$ cat src/rtl/load_store_unit_pkg.sv
// Shared load/store width codes, FSM state encoding and access-size helper
// for the load/store unit.
package load_store_unit_pkg;

    // funct3 width codes, kept identical to the core's shared definitions
    localparam logic [2:0] LOAD_B   = 3'b000;
    localparam logic [2:0] LOAD_H   = 3'b001;
    localparam logic [2:0] LOAD_W   = 3'b010;
    localparam logic [2:0] LOAD_BU  = 3'b100;
    localparam logic [2:0] LOAD_HU  = 3'b101;
    localparam logic [2:0] STORE_B  = 3'b000;
    localparam logic [2:0] STORE_H  = 3'b001;
    localparam logic [2:0] STORE_W  = 3'b010;

    typedef enum logic [2:0] {
        ST_IDLE  = 3'd0,
        ST_REQ0  = 3'd1,
        ST_WAIT0 = 3'd2,
        ST_REQ1  = 3'd3,
        ST_WAIT1 = 3'd4,
        ST_RESP  = 3'd5
    } lsu_state_e;

    // Access size in bytes; reserved codes fall back to a full word.
    function automatic logic [2:0] access_size(input logic we, input logic [2:0] ctrl);
        logic [2:0] sz;
        sz = 3'd4;
        if (we) begin
            if (ctrl == STORE_B)      sz = 3'd1;
            else if (ctrl == STORE_H) sz = 3'd2;
        end else begin
            if (ctrl == LOAD_B || ctrl == LOAD_BU)      sz = 3'd1;
            else if (ctrl == LOAD_H || ctrl == LOAD_HU) sz = 3'd2;
        end
        return sz;
    endfunction

endpackage

$ cat src/rtl/load_store_unit_if.sv
// Word-bus interface between the load/store unit (master) and memory (slave).
// Handshake: a beat is offered while bus_req=1 and completes on the cycle
// bus_gnt=1; read data returns on a later cycle flagged by bus_rvalid=1.
interface load_store_unit_if #(
    parameter int ADDR_W = 32
) ();
    logic              bus_req;
    logic              bus_we;
    logic [ADDR_W-1:0] bus_addr;
    logic [3:0]        bus_be;
    logic [31:0]       bus_wdata;
    logic              bus_gnt;
    logic              bus_rvalid;
    logic [31:0]       bus_rdata;

    modport master (
        output bus_req, bus_we, bus_addr, bus_be, bus_wdata,
        input  bus_gnt, bus_rvalid, bus_rdata
    );

    modport slave (
        input  bus_req, bus_we, bus_addr, bus_be, bus_wdata,
        output bus_gnt, bus_rvalid, bus_rdata
    );
endinterface

$ cat src/rtl/lsu_align.sv
// Combinational byte-lane positioning for stores and shift/extend for loads,
// covering accesses that straddle a word boundary.
module lsu_align
    import load_store_unit_pkg::*;
(
    input  logic        we,
    input  logic [2:0]  ctrl,
    input  logic [1:0]  offset,
    input  logic [31:0] wdata,
    input  logic [31:0] beat0,
    input  logic [31:0] beat1,
    output logic        split,
    output logic [3:0]  be0,
    output logic [3:0]  be1,
    output logic [31:0] wdata0,
    output logic [31:0] wdata1,
    output logic [31:0] load_data
);
    logic [2:0]  size;
    logic [3:0]  mask;
    logic [7:0]  be_wide;
    logic [63:0] wd_wide;
    logic [63:0] rd_wide;
    logic [31:0] rd_low;

    always_comb begin
        size = access_size(we, ctrl);
        mask = (size == 3'd1) ? 4'b0001 : ((size == 3'd2) ? 4'b0011 : 4'b1111);
        split = (({1'b0, offset}) + size) > 3'd4;

        // Upper halves of the widened shifts are exactly the beat1 lanes.
        be_wide = {4'b0000, mask} << offset;
        wd_wide = {32'h0, wdata} << {offset, 3'b000};
        rd_wide = {beat1, beat0} >> {offset, 3'b000};
        rd_low  = rd_wide[31:0];

        be0    = be_wide[3:0];
        be1    = be_wide[7:4];
        wdata0 = wd_wide[31:0];
        wdata1 = wd_wide[63:32];

        case (ctrl)
            LOAD_B:  load_data = {{24{rd_low[7]}}, rd_low[7:0]};
            LOAD_BU: load_data = {24'h0, rd_low[7:0]};
            LOAD_H:  load_data = {{16{rd_low[15]}}, rd_low[15:0]};
            LOAD_HU: load_data = {16'h0, rd_low[15:0]};
            default: load_data = rd_low;
        endcase
    end
endmodule

$ cat src/rtl/load_store_unit.sv
// Load/store unit: turns one byte/half/word access into one or two aligned
// word-bus beats and returns an extended load result.
module load_store_unit
    import load_store_unit_pkg::*;
#(
    parameter int ADDR_W = 32
) (
    input  logic                      clk,
    input  logic                      rst_n,
    input  logic                      req_valid,
    output logic                      req_ready,
    input  logic                      mem_we,
    input  logic [2:0]                mem_ctrl,
    input  logic [ADDR_W-1:0]         addr,
    input  logic [31:0]               wdata,
    output logic                      rsp_valid,
    output logic [31:0]               rdata,
    load_store_unit_if.master         bus,
    output lsu_state_e                dbg_state
);
    lsu_state_e        state_q, state_d;
    logic              we_q, we_d;
    logic [2:0]        ctrl_q, ctrl_d;
    logic [ADDR_W-1:0] addr_q, addr_d;
    logic [31:0]       wdata_q, wdata_d;
    logic [31:0]       beat0_q, beat0_d;
    logic [31:0]       beat1_q, beat1_d;
    logic [31:0]       rdata_q, rdata_d;

    logic              split;
    logic [3:0]        be0, be1;
    logic [31:0]       wdata0, wdata1, load_data;
    logic [ADDR_W-1:0] word_addr;

    assign word_addr = {addr_q[ADDR_W-1:2], 2'b00};

    // Align sees next-cycle beat values so the result is ready on RESP entry.
    lsu_align u_align (
        .we        (we_q),
        .ctrl      (ctrl_q),
        .offset    (addr_q[1:0]),
        .wdata     (wdata_q),
        .beat0     (beat0_d),
        .beat1     (beat1_d),
        .split     (split),
        .be0       (be0),
        .be1       (be1),
        .wdata0    (wdata0),
        .wdata1    (wdata1),
        .load_data (load_data)
    );

    always_comb begin
        beat0_d = beat0_q;
        beat1_d = beat1_q;
        if (bus.bus_rvalid && state_q == ST_WAIT0) beat0_d = bus.bus_rdata;
        if (bus.bus_rvalid && state_q == ST_WAIT1) beat1_d = bus.bus_rdata;
    end

    always_comb begin
        state_d       = state_q;
        we_d          = we_q;
        ctrl_d        = ctrl_q;
        addr_d        = addr_q;
        wdata_d       = wdata_q;
        rdata_d       = rdata_q;
        req_ready     = 1'b0;
        rsp_valid     = 1'b0;
        bus.bus_req   = 1'b0;
        bus.bus_we    = 1'b0;
        bus.bus_addr  = '0;
        bus.bus_be    = 4'b0000;
        bus.bus_wdata = 32'h0;

        case (state_q)
            ST_IDLE: begin
                req_ready = 1'b1;
                if (req_valid) begin
                    we_d    = mem_we;
                    ctrl_d  = mem_ctrl;
                    addr_d  = addr;
                    wdata_d = wdata;
                    state_d = ST_REQ0;
                end
            end
            ST_REQ0: begin
                bus.bus_req   = 1'b1;
                bus.bus_we    = we_q;
                bus.bus_addr  = word_addr;
                bus.bus_be    = be0;
                bus.bus_wdata = we_q ? wdata0 : 32'h0;
                if (bus.bus_gnt) begin
                    if (!we_q)     state_d = ST_WAIT0;
                    else if (split) state_d = ST_REQ1;
                    else           state_d = ST_RESP;
                end
            end
            ST_WAIT0: begin
                if (bus.bus_rvalid) state_d = split ? ST_REQ1 : ST_RESP;
            end
            ST_REQ1: begin
                bus.bus_req   = 1'b1;
                bus.bus_we    = we_q;
                bus.bus_addr  = word_addr + ADDR_W'(4);
                bus.bus_be    = be1;
                bus.bus_wdata = we_q ? wdata1 : 32'h0;
                if (bus.bus_gnt) state_d = we_q ? ST_RESP : ST_WAIT1;
            end
            ST_WAIT1: begin
                if (bus.bus_rvalid) state_d = ST_RESP;
            end
            ST_RESP: begin
                rsp_valid = 1'b1;
                state_d   = ST_IDLE;
            end
            default: state_d = ST_IDLE;
        endcase

        if (state_d == ST_RESP && state_q != ST_RESP) rdata_d = we_q ? 32'h0 : load_data;
    end

    always_ff @(posedge clk or negedge rst_n) begin
        if (!rst_n) begin
            state_q <= ST_IDLE;
            we_q    <= 1'b0;
            ctrl_q  <= 3'b000;
            addr_q  <= '0;
            wdata_q <= 32'h0;
            beat0_q <= 32'h0;
            beat1_q <= 32'h0;
            rdata_q <= 32'h0;
        end else begin
            state_q <= state_d;
            we_q    <= we_d;
            ctrl_q  <= ctrl_d;
            addr_q  <= addr_d;
            wdata_q <= wdata_d;
            beat0_q <= beat0_d;
            beat1_q <= beat1_d;
            rdata_q <= rdata_d;
        end
    end

    assign rdata     = rdata_q;
    assign dbg_state = state_q;
endmodule

$ cat src/flat_wrapper.sv
// flat-port wrapper written by rule: the top's interface ports become plain ports
module load_store_unit_flat import load_store_unit_pkg::*;
#(
    parameter int ADDR_W = 32
)
  (clk, rst_n, req_valid, req_ready, mem_we, mem_ctrl, addr, wdata, rsp_valid, rdata, dbg_state, bus_bus_req, bus_bus_we, bus_bus_addr, bus_bus_be, bus_bus_wdata, bus_bus_gnt, bus_bus_rvalid, bus_bus_rdata);
  load_store_unit_if #(.ADDR_W(ADDR_W)) bus_i ();
  input  logic clk;
  input  logic rst_n;
  input  logic req_valid;
  output logic req_ready;
  input  logic mem_we;
  input  logic [2:0] mem_ctrl;
  input  logic [ADDR_W-1:0] addr;
  input  logic [31:0] wdata;
  output logic rsp_valid;
  output logic [31:0] rdata;
  output lsu_state_e dbg_state;
  output wire logic [$bits(bus_i.bus_req)-1:0] bus_bus_req;
  output wire logic [$bits(bus_i.bus_we)-1:0] bus_bus_we;
  output wire logic [$bits(bus_i.bus_addr)-1:0] bus_bus_addr;
  output wire logic [$bits(bus_i.bus_be)-1:0] bus_bus_be;
  output wire logic [$bits(bus_i.bus_wdata)-1:0] bus_bus_wdata;
  input wire logic [$bits(bus_i.bus_gnt)-1:0] bus_bus_gnt;
  input wire logic [$bits(bus_i.bus_rvalid)-1:0] bus_bus_rvalid;
  input wire logic [$bits(bus_i.bus_rdata)-1:0] bus_bus_rdata;
  assign bus_bus_req = bus_i.bus_req;
  assign bus_bus_we = bus_i.bus_we;
  assign bus_bus_addr = bus_i.bus_addr;
  assign bus_bus_be = bus_i.bus_be;
  assign bus_bus_wdata = bus_i.bus_wdata;
  assign bus_i.bus_gnt = bus_bus_gnt;
  assign bus_i.bus_rvalid = bus_bus_rvalid;
  assign bus_i.bus_rdata = bus_bus_rdata;
  load_store_unit #(.ADDR_W(ADDR_W)) u_core (.clk(clk), .rst_n(rst_n), .req_valid(req_valid), .req_ready(req_ready), .mem_we(mem_we), .mem_ctrl(mem_ctrl), .addr(addr), .wdata(wdata), .rsp_valid(rsp_valid), .rdata(rdata), .bus(bus_i), .dbg_state(dbg_state));
endmodule
$ cat config.mk
export PLATFORM = sky130hd
export DESIGN_NAME = load_store_unit_flat
export DESIGN_NICKNAME = d
export VERILOG_FILES = /design/src/rtl/load_store_unit_pkg.sv /design/src/rtl/load_store_unit_if.sv /design/src/rtl/lsu_align.sv /design/src/rtl/load_store_unit.sv /design/src/flat_wrapper.sv
export SDC_FILE = /design/constraint.sdc
export NUM_CORES = 1
export LEC_CHECK = 0
export CORE_ASPECT_RATIO = 2
export CORE_MARGIN = 5
export CORE_UTILIZATION = 45
export CTS_BUF_LIST = sky130_fd_sc_hd__clkbuf_8
export DETAILED_ROUTE_END_ITERATION = 12
export PLACE_DENSITY = 0.7
export SLEW_MARGIN = 10
export SYNTH_ARGS = -nofsm -noshare
export SYNTH_HDL_FRONTEND = slang
export SYNTH_HIERARCHICAL = 1
export SYNTH_SLANG_ARGS = --single-unit
$ cat constraint.sdc
create_clock -name clk -period 6.2 [get_ports clk]
set_input_delay 1.86 -clock clk [delete_from_list [all_inputs] [get_ports clk]]
set_output_delay 1.86 -clock clk [all_outputs]
set_load 0.01 [all_outputs]
Word level (Yosys, flattened, before mapping)
Cells that the tools add are included.
{"block": "word_totals", "output_inout_bits": 107, "ff_bits": 167, "inputBits": 105, "word_cells": 64}
{"block": "op_classes", "shifts": 3, "n_eq_ne": 12, "reduce_logical": 9, "n_mux": 29, "n_lt_le_gt_ge": 1, "n_addsub": 2}
{"operator": "32-bit 2-to-1 mux", "n": 5}
{"operator": "32-bit one-hot mux with 2 select lines", "n": 2}
{"operator": "32-bit one-hot mux with 4 select lines", "n": 1}
{"operator": "32-bit by 5-bit left shift with 64-bit output", "n": 1}
{"operator": "64-bit by 5-bit right shift with 32-bit output", "n": 1}
{"operator": "3-bit 2-to-1 mux", "n": 12}
{"operator": "32-bit by 3-bit adder with 32-bit output (second input constant)", "n": 1}
{"operator": "3-bit equality test (second input constant)", "n": 5}
{"operator": "3-bit one-hot mux with 5 select lines", "n": 1}
{"operator": "3-bit by 1-bit equality test with 1-bit output (second input constant)", "n": 3}
{"operator": "3-bit by 2-bit equality test with 1-bit output (second input constant)", "n": 3}
{"operator": "4-bit 2-to-1 mux", "n": 2}
{"operator": "4-bit one-hot mux with 2 select lines", "n": 1}
{"operator": "4-bit by 2-bit left shift with 8-bit output", "n": 1}
{"operator": "3-bit zero test", "n": 2}
{"operator": "1-bit 2-to-1 mux", "n": 5}
{"operator": "2-bit by 3-bit adder with 3-bit output", "n": 1}
{"operator": "3-bit > comparator (second input constant)", "n": 1}
{"operator": "1-bit logical AND", "n": 3}
{"operator": "3-bit inequality test (second input constant)", "n": 1}
{"operator": "1-bit logical OR", "n": 2}
{"operator": "2-bit AND reduction", "n": 1}
{"operator": "2-bit OR reduction", "n": 1}

Depth between registers and ports, before layout
{"block": "logic_depth", "ltp_word": 13, "mapped_depth": 12}

Cells and area by module
The synthesis kept the hierarchy.
{"module": "load_store_unit", "n_inst": 1, "area_per_inst_um2": 7838.8, "cells_per_inst": 630}
{"module": "lsu_align", "n_inst": 1, "area_per_inst_um2": 2107.0, "cells_per_inst": 254}

Worst setup path before layout
No wires, ideal clock.
{"block": "synth_path", "path_type": "input -> register", "start": "input bus_bus_rvalid", "end": "register u_core.rdata_q[16], in the netlist u_core/rdata[16]", "t_arrival_ps": 4419, "path_stages": 10, "setup_ps": 125, "path_buffers": 3, "setup_slack_ps": 1656, "t_required_ps": 6075, "path_cell_list": "nor4bb_1 -> clkbuf_1 -> clkbuf_1 -> mux2_2 -> mux4_1 -> mux2i_4 -> buf_6 -> o21ai_1 -> nor2b_1 -> mux2_2"}
{"block": "synth_via", "elab_chain_cells": 5, "elab_cells_between_ends": 12, "cone_classes": "eq/ne: 1; shift: 1; mux: 7; reduce/logical: 3"}
{"element": "start: declaration", "line": "flat_wrapper.sv:25", "rtl": "input wire logic [$bits(bus_i.bus_rvalid)-1:0] bus_bus_rvalid;"}
{"element": "1-bit logical AND", "line": "load_store_unit.sv:56", "rtl": "if (bus.bus_rvalid && state_q == ST_WAIT0) beat0_d = bus.bus_rdata;"}
{"element": "32-bit 2-to-1 mux", "line": "load_store_unit.sv:56"}
{"element": "named net u_core.beat0_d[23]", "line": "load_store_unit.sv:26", "rtl": "logic [31:0] beat0_q, beat0_d;"}
{"element": "64-bit by 5-bit right shift with 32-bit output", "line": "lsu_align.sv:34", "rtl": "rd_wide = {beat1, beat0} >> {offset, 3'b000};"}
{"element": "32-bit one-hot mux with 4 select lines", "line": "lsu_align.sv:42", "rtl": "case (ctrl)"}
{"element": "named net u_core.load_data[16]", "line": "load_store_unit.sv:32", "rtl": "logic [31:0] wdata0, wdata1, load_data;"}
{"element": "32-bit 2-to-1 mux", "line": "load_store_unit.sv:119", "rtl": "if (state_d == ST_RESP && state_q != ST_RESP) rdata_d = we_q ? 32'h0 : load_data;"}
{"element": "end signal: assignment", "line": "load_store_unit.sv:140", "rtl": "rdata_q <= rdata_d;"}
{"element": "end: declaration", "line": "load_store_unit.sv:28", "rtl": "logic [31:0] rdata_q, rdata_d;"}
The timed path passes the listed nets, and every way through them passes these cells.
A chain may end at the register's enable or synchronous reset.

Worst setup path in the final report
{"block": "layout_path", "start": "register u_core.addr_q[1]", "end": "output bus_bus_wdata[23]"}
{"block": "layout_via", "elab_chain_cells": 3, "elab_cells_between_ends": 4, "cone_classes": "shift: 1; mux: 3"}
{"element": "start: declaration", "line": "load_store_unit.sv:24", "rtl": "logic [ADDR_W-1:0] addr_q, addr_d;"}
{"element": "start signal: assignment", "line": "load_store_unit.sv:136", "rtl": "addr_q <= addr_d;"}
{"element": "32-bit by 5-bit left shift with 64-bit output", "line": "lsu_align.sv:33", "rtl": "wd_wide = {32'h0, wdata} << {offset, 3'b000};"}
{"element": "named net u_core.wdata0[23]", "line": "load_store_unit.sv:32"}
{"element": "32-bit 2-to-1 mux", "line": "load_store_unit.sv:91", "rtl": "bus.bus_wdata = we_q ? wdata0 : 32'h0;"}
{"element": "32-bit one-hot mux with 2 select lines", "line": "load_store_unit.sv:75", "rtl": "case (state_q)"}
{"element": "end: declaration", "line": "flat_wrapper.sv:23", "rtl": "output wire logic [$bits(bus_i.bus_wdata)-1:0] bus_bus_wdata;"}
The timed path passes the listed nets, and every way through them passes these cells.

==> impl_metrics.csv <==
group,metric,value,unit
layout,area_delta_synth_final,26.97,%
worst_setup_path,rr_worst_depth,10,
grt,grt_pass1_vias,7848,
clock_network,cts_buffer_depth,2,
clock_network,post_cts_resized,0,
timing,fin_tns_setup,0,ns
route,routed_via_density,5.637,
timing,timing.fmax,192.6,MHz
clock_network,ctsHoldBuffers,0,
timing,skew,0.01040,ns
route,vias,7447,
grt,globalRouteOverflowTotal,0,
die,io_pins,212,
grt,grt_max_degree,79,
worst_setup_path,crit_family,"simple AND/OR/NAND/NOR gates",
route,drc,0,
route,wl_per_cell,20.40,µm
worst_setup_path,reg2reg_from,"u_core/addr_q[0]",
timing,setup_viol,0,
pwr,ir_worst_vdd,0.2106,mV
worst_setup_path,path_cells,"buf_4 -> nor2b_1 -> nand2_1 -> o21ai_0 -> mux2i_1 -> nor2_1 -> clkdlybuf4s50_1",
pwr,p_comb_share,56.4,%
timing,relSlewSlack,22.72,%
die,initial_core_util,45.73,%
pwr,p_clk_share,12.5,%
die,die_w,113.6,µm
worst_setup_path,crit_path_start_kind,"flop",
worst_setup_path,path_buf_inv,2,
die,fp-row-count,75,
clock_network,numCtsBuffers,17,
placed_design,gp_congestion,0.8570,
timing,hold_viol_final,0,
clock_network,clk_pin_slew,0.08,ns
clock_network,post-cts-setup-buffers,0,
die,core_area,0.02111,mm²
worst_setup_path,crit_required,4.34,ns
placed_design,dpl-instance-area,0.01184,mm²
outcome,outcome,"finished clean",
die,die_y,217.2,µm
layout,fin_nets,1146,
pwr,finalPower,6.529,mW
route,routed_wl,26950,µm
worst_setup_path,crit_path_top_delay_cell,"nor2b_1",
timing,period_needed,5.192,ns
worst_setup_path,arrival,3.33,ns
timing,rsz0062_at_grt,"false",
layout,layout-drive-gt1-share,23.79,%
grt,antenna_found_initial,1,
hold_path,holdPathStages,1,
run,maxCapViolations,0,
timing,fin_crit_sh,83.73,%
grt,grt_pass1_wl,42320,µm
clock_network,cts_tree,"yes",
clock_network,clkSinkCount,159,
timing,slew_viol_final,0,
clock_network,root_buffer,"clkbuf_8",
pwr,switching_share,39.83,%
hold_path,hold_class,"flop to flop",
pwr,power.density,532.5,mW/mm²
worst_setup_path,path_max_fanout,56,
layout,postLayoutCellArea,0.01226,mm²
worst_setup_path,path_class,"flop to output port",
clock_network,h-tree-depth,4,
hold_path,min_to,"u_core/beat0_q[3]",
synthesis,postSynthCellCount,868,
clock_network,clock_latency,0.45,ns
hold_path,hp-start,"u_core/beat0_q[3]",
placed_design,numPortBuffers,209,
route,drt-initial-drc-count,469,
pwr,power_frac_seq,31.2,%
placed_design,hpwl,19790,µm
pwr,switchingPower,2.601,mW
synthesis,syn_avg_cell_area,11.12,µm²
pwr,p_leak,4.908,nW
timing,tightest_slew,1.156,ns
worst_setup_path,r2r_slack,1.76,ns
route,first_pass_iters,4,
die,design.die.area,0.02466,mm²
synthesis,syn_area,0.009656,mm²
route,ant_nets,0,
grt,grtUsageTotal,21.88,%
synthesis,yosysWarnings,6,
worst_setup_path,crit_path_max_incr_delay,0.82,ns
worst_setup_path,reg2reg_to,"u_core/rdata[12]",
pwr,power.internal,3.928,mW
worst_setup_path,cp-end-kind,"output port",
==> through the flow <==
step           hold WS [ns]  worst slack, ns  cells  utilization, %
6_report             0.5002            1.008   1321           58.06
3_3_place_gp         0.4772            1.184   1288           56.07
3_5_place_dp         0.4848            1.119   1288           56.07
4_1_cts              0.5048           0.9981   1320           58.05
2_1_floorplan        0.4683            1.656    877               -
5_1_grt              0.5137           0.7955   1321           58.06
==> cell type report <==
| class | count | area [µm²] |
|---|---|---|
| inverters | 11 | 41.29 |
| clock inverters | 15 | 185.2 |
| flip-flops and latches | 159 | 3985 |
| well taps | 269 | 336.6 |
| clock buffers | 17 | 234.0 |
| multi-input cells | 629 | 5299 |
| diodes | 1 | 2.502 |
| fillers | 1822 | 8855 |
| repair buffers | 220 | 2176 |
==> cells in the final DEF (no fill, tap or decap), types with 10 or more instances in the layout <==
cell type	count
mux2i_1	61
mux4_2	33
mux2_2	160
o31ai_1	12
a21oi_1	27
conb_1	11
and3_1	10
dfrtp_1	156
nor2_1	79
o21ai_0	30
buf_4	11
clkbuf_8	17
nand2_1	59
inv_1	11
or4_1	12
clkdlybuf4s50_1	208
and2_1	10
nor2b_1	35
==> power by group through the flow <==
| stage | registers (mW) | logic, mW | clock network [mW] |
|---|---|---|---|
| 3_3_place_gp | 2.04 | 3.64 | 0 |
| 4_1_cts | 2.04 | 3.71 | 0.840 |
| 6_report | 2.03 | 3.68 | 0.815 |
| 2_1_floorplan | 1.86 | 2.66 | 0 |
| 5_1_grt | 2.11 | 4.02 | 0.874 |
| 3_5_place_dp | 2.06 | 3.70 | 0 |
==> sequential cells by signal, indices dropped and copies added (netlist names) <==
register / cells
u_core/beat0_q: 32
u_core/addr_q: 32
u_core/dbg_state: 3
u_core/we_q: 1
u_core/rdata: 32
u_core/ctrl_q: 3
u_core/wdata_q: 32
u_core/beat1_q: 24
==> routing by layer <==
layer	part of all wire (%)	track usage (%)	routed length, µm
met3	4.1	4.002	1113
met2	56	40.26	15050
met5	0	0	0
met4	4.7	11.43	1270
met1	35	23.24	9513
==> how the worst max path moves through the flow <==
stage,to,depth (start not counted),startpoint,slack (ns)
2_1_floorplan,u_core/rdata[16],10,bus_bus_rvalid,1.66
3_3_place_gp,u_core/rdata[31],8,bus_bus_rvalid,1.18
3_5_place_dp,u_core/rdata[18],8,bus_bus_rvalid,1.12
4_1_cts,bus_bus_wdata[5],6,u_core/addr_q[1],1.0
5_1_grt,bus_bus_be[1],6,u_core/addr_q[0],0.80
6_report,bus_bus_wdata[23],7,u_core/addr_q[1],1.01
==> worst register-to-register path: stages, from the launching register on <==
cell	delay, ns
dfrtp_4	0.91
buf_4	0.65
ha_1	0.25
inv_1	0.05
fa_1	0.39
xnor2_1	0.18
a21oi_1	0.10
nor4bb_1	0.28
o21bai_1	0.16
a21boi_4	0.90
mux2_2	0.45
Power figures use the tool's default switching activity.
==> edit, RTL diff (config.mk and constraints unchanged) <==
`ADDR_W` is set to 32 in 3 places; all go to 36.
--- a/src/rtl/load_store_unit_if.sv
+++ b/src/rtl/load_store_unit_if.sv
@@ -3,5 +3,5 @@
 // bus_gnt=1; read data returns on a later cycle flagged by bus_rvalid=1.
 interface load_store_unit_if #(
-    parameter int ADDR_W = 32
+    parameter int ADDR_W = 36
 ) ();
     logic              bus_req;
--- a/src/rtl/load_store_unit.sv
+++ b/src/rtl/load_store_unit.sv
@@ -4,5 +4,5 @@
     import load_store_unit_pkg::*;
 #(
-    parameter int ADDR_W = 32
+    parameter int ADDR_W = 36
 ) (
     input  logic                      clk,
--- a/src/flat_wrapper.sv
+++ b/src/flat_wrapper.sv
@@ -2,5 +2,5 @@
 module load_store_unit_flat import load_store_unit_pkg::*;
 #(
-    parameter int ADDR_W = 32
+    parameter int ADDR_W = 36
 )
   (clk, rst_n, req_valid, req_ready, mem_we, mem_ctrl, addr, wdata, rsp_valid, rdata, dbg_state, bus_bus_req, bus_bus_we, bus_bus_addr, bus_bus_be, bus_bus_wdata, bus_bus_gnt, bus_bus_rvalid, bus_bus_rdata);
Interface: changed (resized addr and bus_bus_addr); port bits go from 212 to 220. The function was not compared with the original's and may differ.
==> edit against the original RTL <==
- sequential cell count grew 4
- synthesized cell count grew 3.6%
- combinational power grew 2%
- design area grew 2.5%
- worst setup slack lost 0.17 ns
- power grew 2.9%
- wire length grew 2.1%
- area after synthesis grew 2.5%
- critical path type unchanged
==> edit: results (changes against the original RTL) <==
run status=completed; CTS resizes=0 (unchanged); CTS HTree Levels=4 (unchanged); IO Port Bufs=217 (+3.8%); CP arrival=3.50 ns (+0.17 ns); 1st-pass router iterations=4 (unchanged); Max VDD drop=0.331 mV (+57%); number of global-route vias before repair=7863 (+0.19%); setup bufs post-CTS=0 (unchanged); via count=7449 (+0.027%); dpl hpwl=20100 µm (+1.3%); Routability Congestion=0.832 (-3.0%); Root Buffer=clkbuf_8; CP max stage delay=0.82 ns (about the same); initial antenna violation count=4 (+3); Worst-path clk slew=0.09 ns; gr usage total=22.0% (+0.15 points); first-pass GRT wire length=42600 µm (+0.72%); cell family with most CP delay=buffers and inverters; largest register by flop count=u_core/addr_q; Slowest cell on crit path=dfrtp_4; Fillers=1890 (+3.7%); Post-Place Cells=1329 (+3.2%); WL/cell=20.2 µm (-1.1%); GRT overflow=0 (unchanged); Iter 0 DRT Violations=428 (-8.7%); largest net degree at the start of global routing=85 (+7.6%); Max Root-Sink Buffers=2 (unchanged); Slew @ Worst Pin=1.14 ns (-0.0187 ns); crit path max fanout=47 (-16%); clock latency on the worst-skew pair=0.47 ns (+0.02 ns); via density per instance=5.47 (-3.1%); average cell area after synthesis=11.0 µm² (-1.1%); Syn. warnings=6 (unchanged); clock skew=0.00952 ns (-0.000880 ns); # nets final=1187 (+3.6%); max reg flops=36; CTS Buf Count=17 (unchanged); Pleak=0.00510 µW (+3.8%); share of layout cells above drive strength 1=23.1% (-0.70 points); Hold WC Path Type=register to register
[edit: power breakdown]
part | internal (µW) | switching [µW]
logic | 2030 | 1730
clock network | 445 | 412
registers | 1580 | 515
[edit: final cells by class]
cell class	count	area (µm²)	area share (%)
tap	273	342	2.72
multi-input combinational	651	5380	42.8
timing repair buffer	228	2260	18.0
inverter	14	52.6	0.418
sequential	163	4090	32.5
antenna	3	7.51	0.0598
clock buffer	21	289	2.30
clock inverter	10	146	1.17
[edit: path summary, 6_finish.rpt]
kind / end / cells past startpoint / from / slack [ns]
max in group asynchronous: u_core/addr_q[0] / 2 / rst_n / 3.56
worst max-delay path: bus_bus_wdata[0] / 6 / u_core/addr_q[1] / 0.84
worst min register to register: u_core/beat0_q[1] / 1 / u_core/beat0_q[1] / 0.51
worst max register to register: u_core/rdata[6] / 10 / u_core/ctrl_q[1] / 2.11
min in group asynchronous: u_core/wdata_q[1] / 1 / rst_n / 1.44
worst min-delay path: u_core/beat0_q[1] / 1 / u_core/beat0_q[1] / 0.51
[edit: layer usage]
metal	GRT usage [%]	up-vias	wire, µm
met1	23.4	3716	9640
met3	4.97	39	1200
li1	-	3512	-
met2	40.8	180	15800
met5	0	-	14
met4	9.56	2	818
[edit: stage by stage]
| step | worst slack, ns | hold WS (ns) | instance area, µm² | total power, µW |
|---|---|---|---|---|
| floorplan | 1.76 | 0.468 | 9930 | 4660 |
| global placement | 1.03 | 0.477 | 12100 | 5830 |
| detailed placement | 0.969 | 0.489 | 12100 | 5920 |
| CTS | 0.772 | 0.509 | 12600 | 6800 |
| global route | 0.599 | 0.520 | 12600 | 7230 |
| finish | 0.835 | 0.505 | 12600 | 6720 |
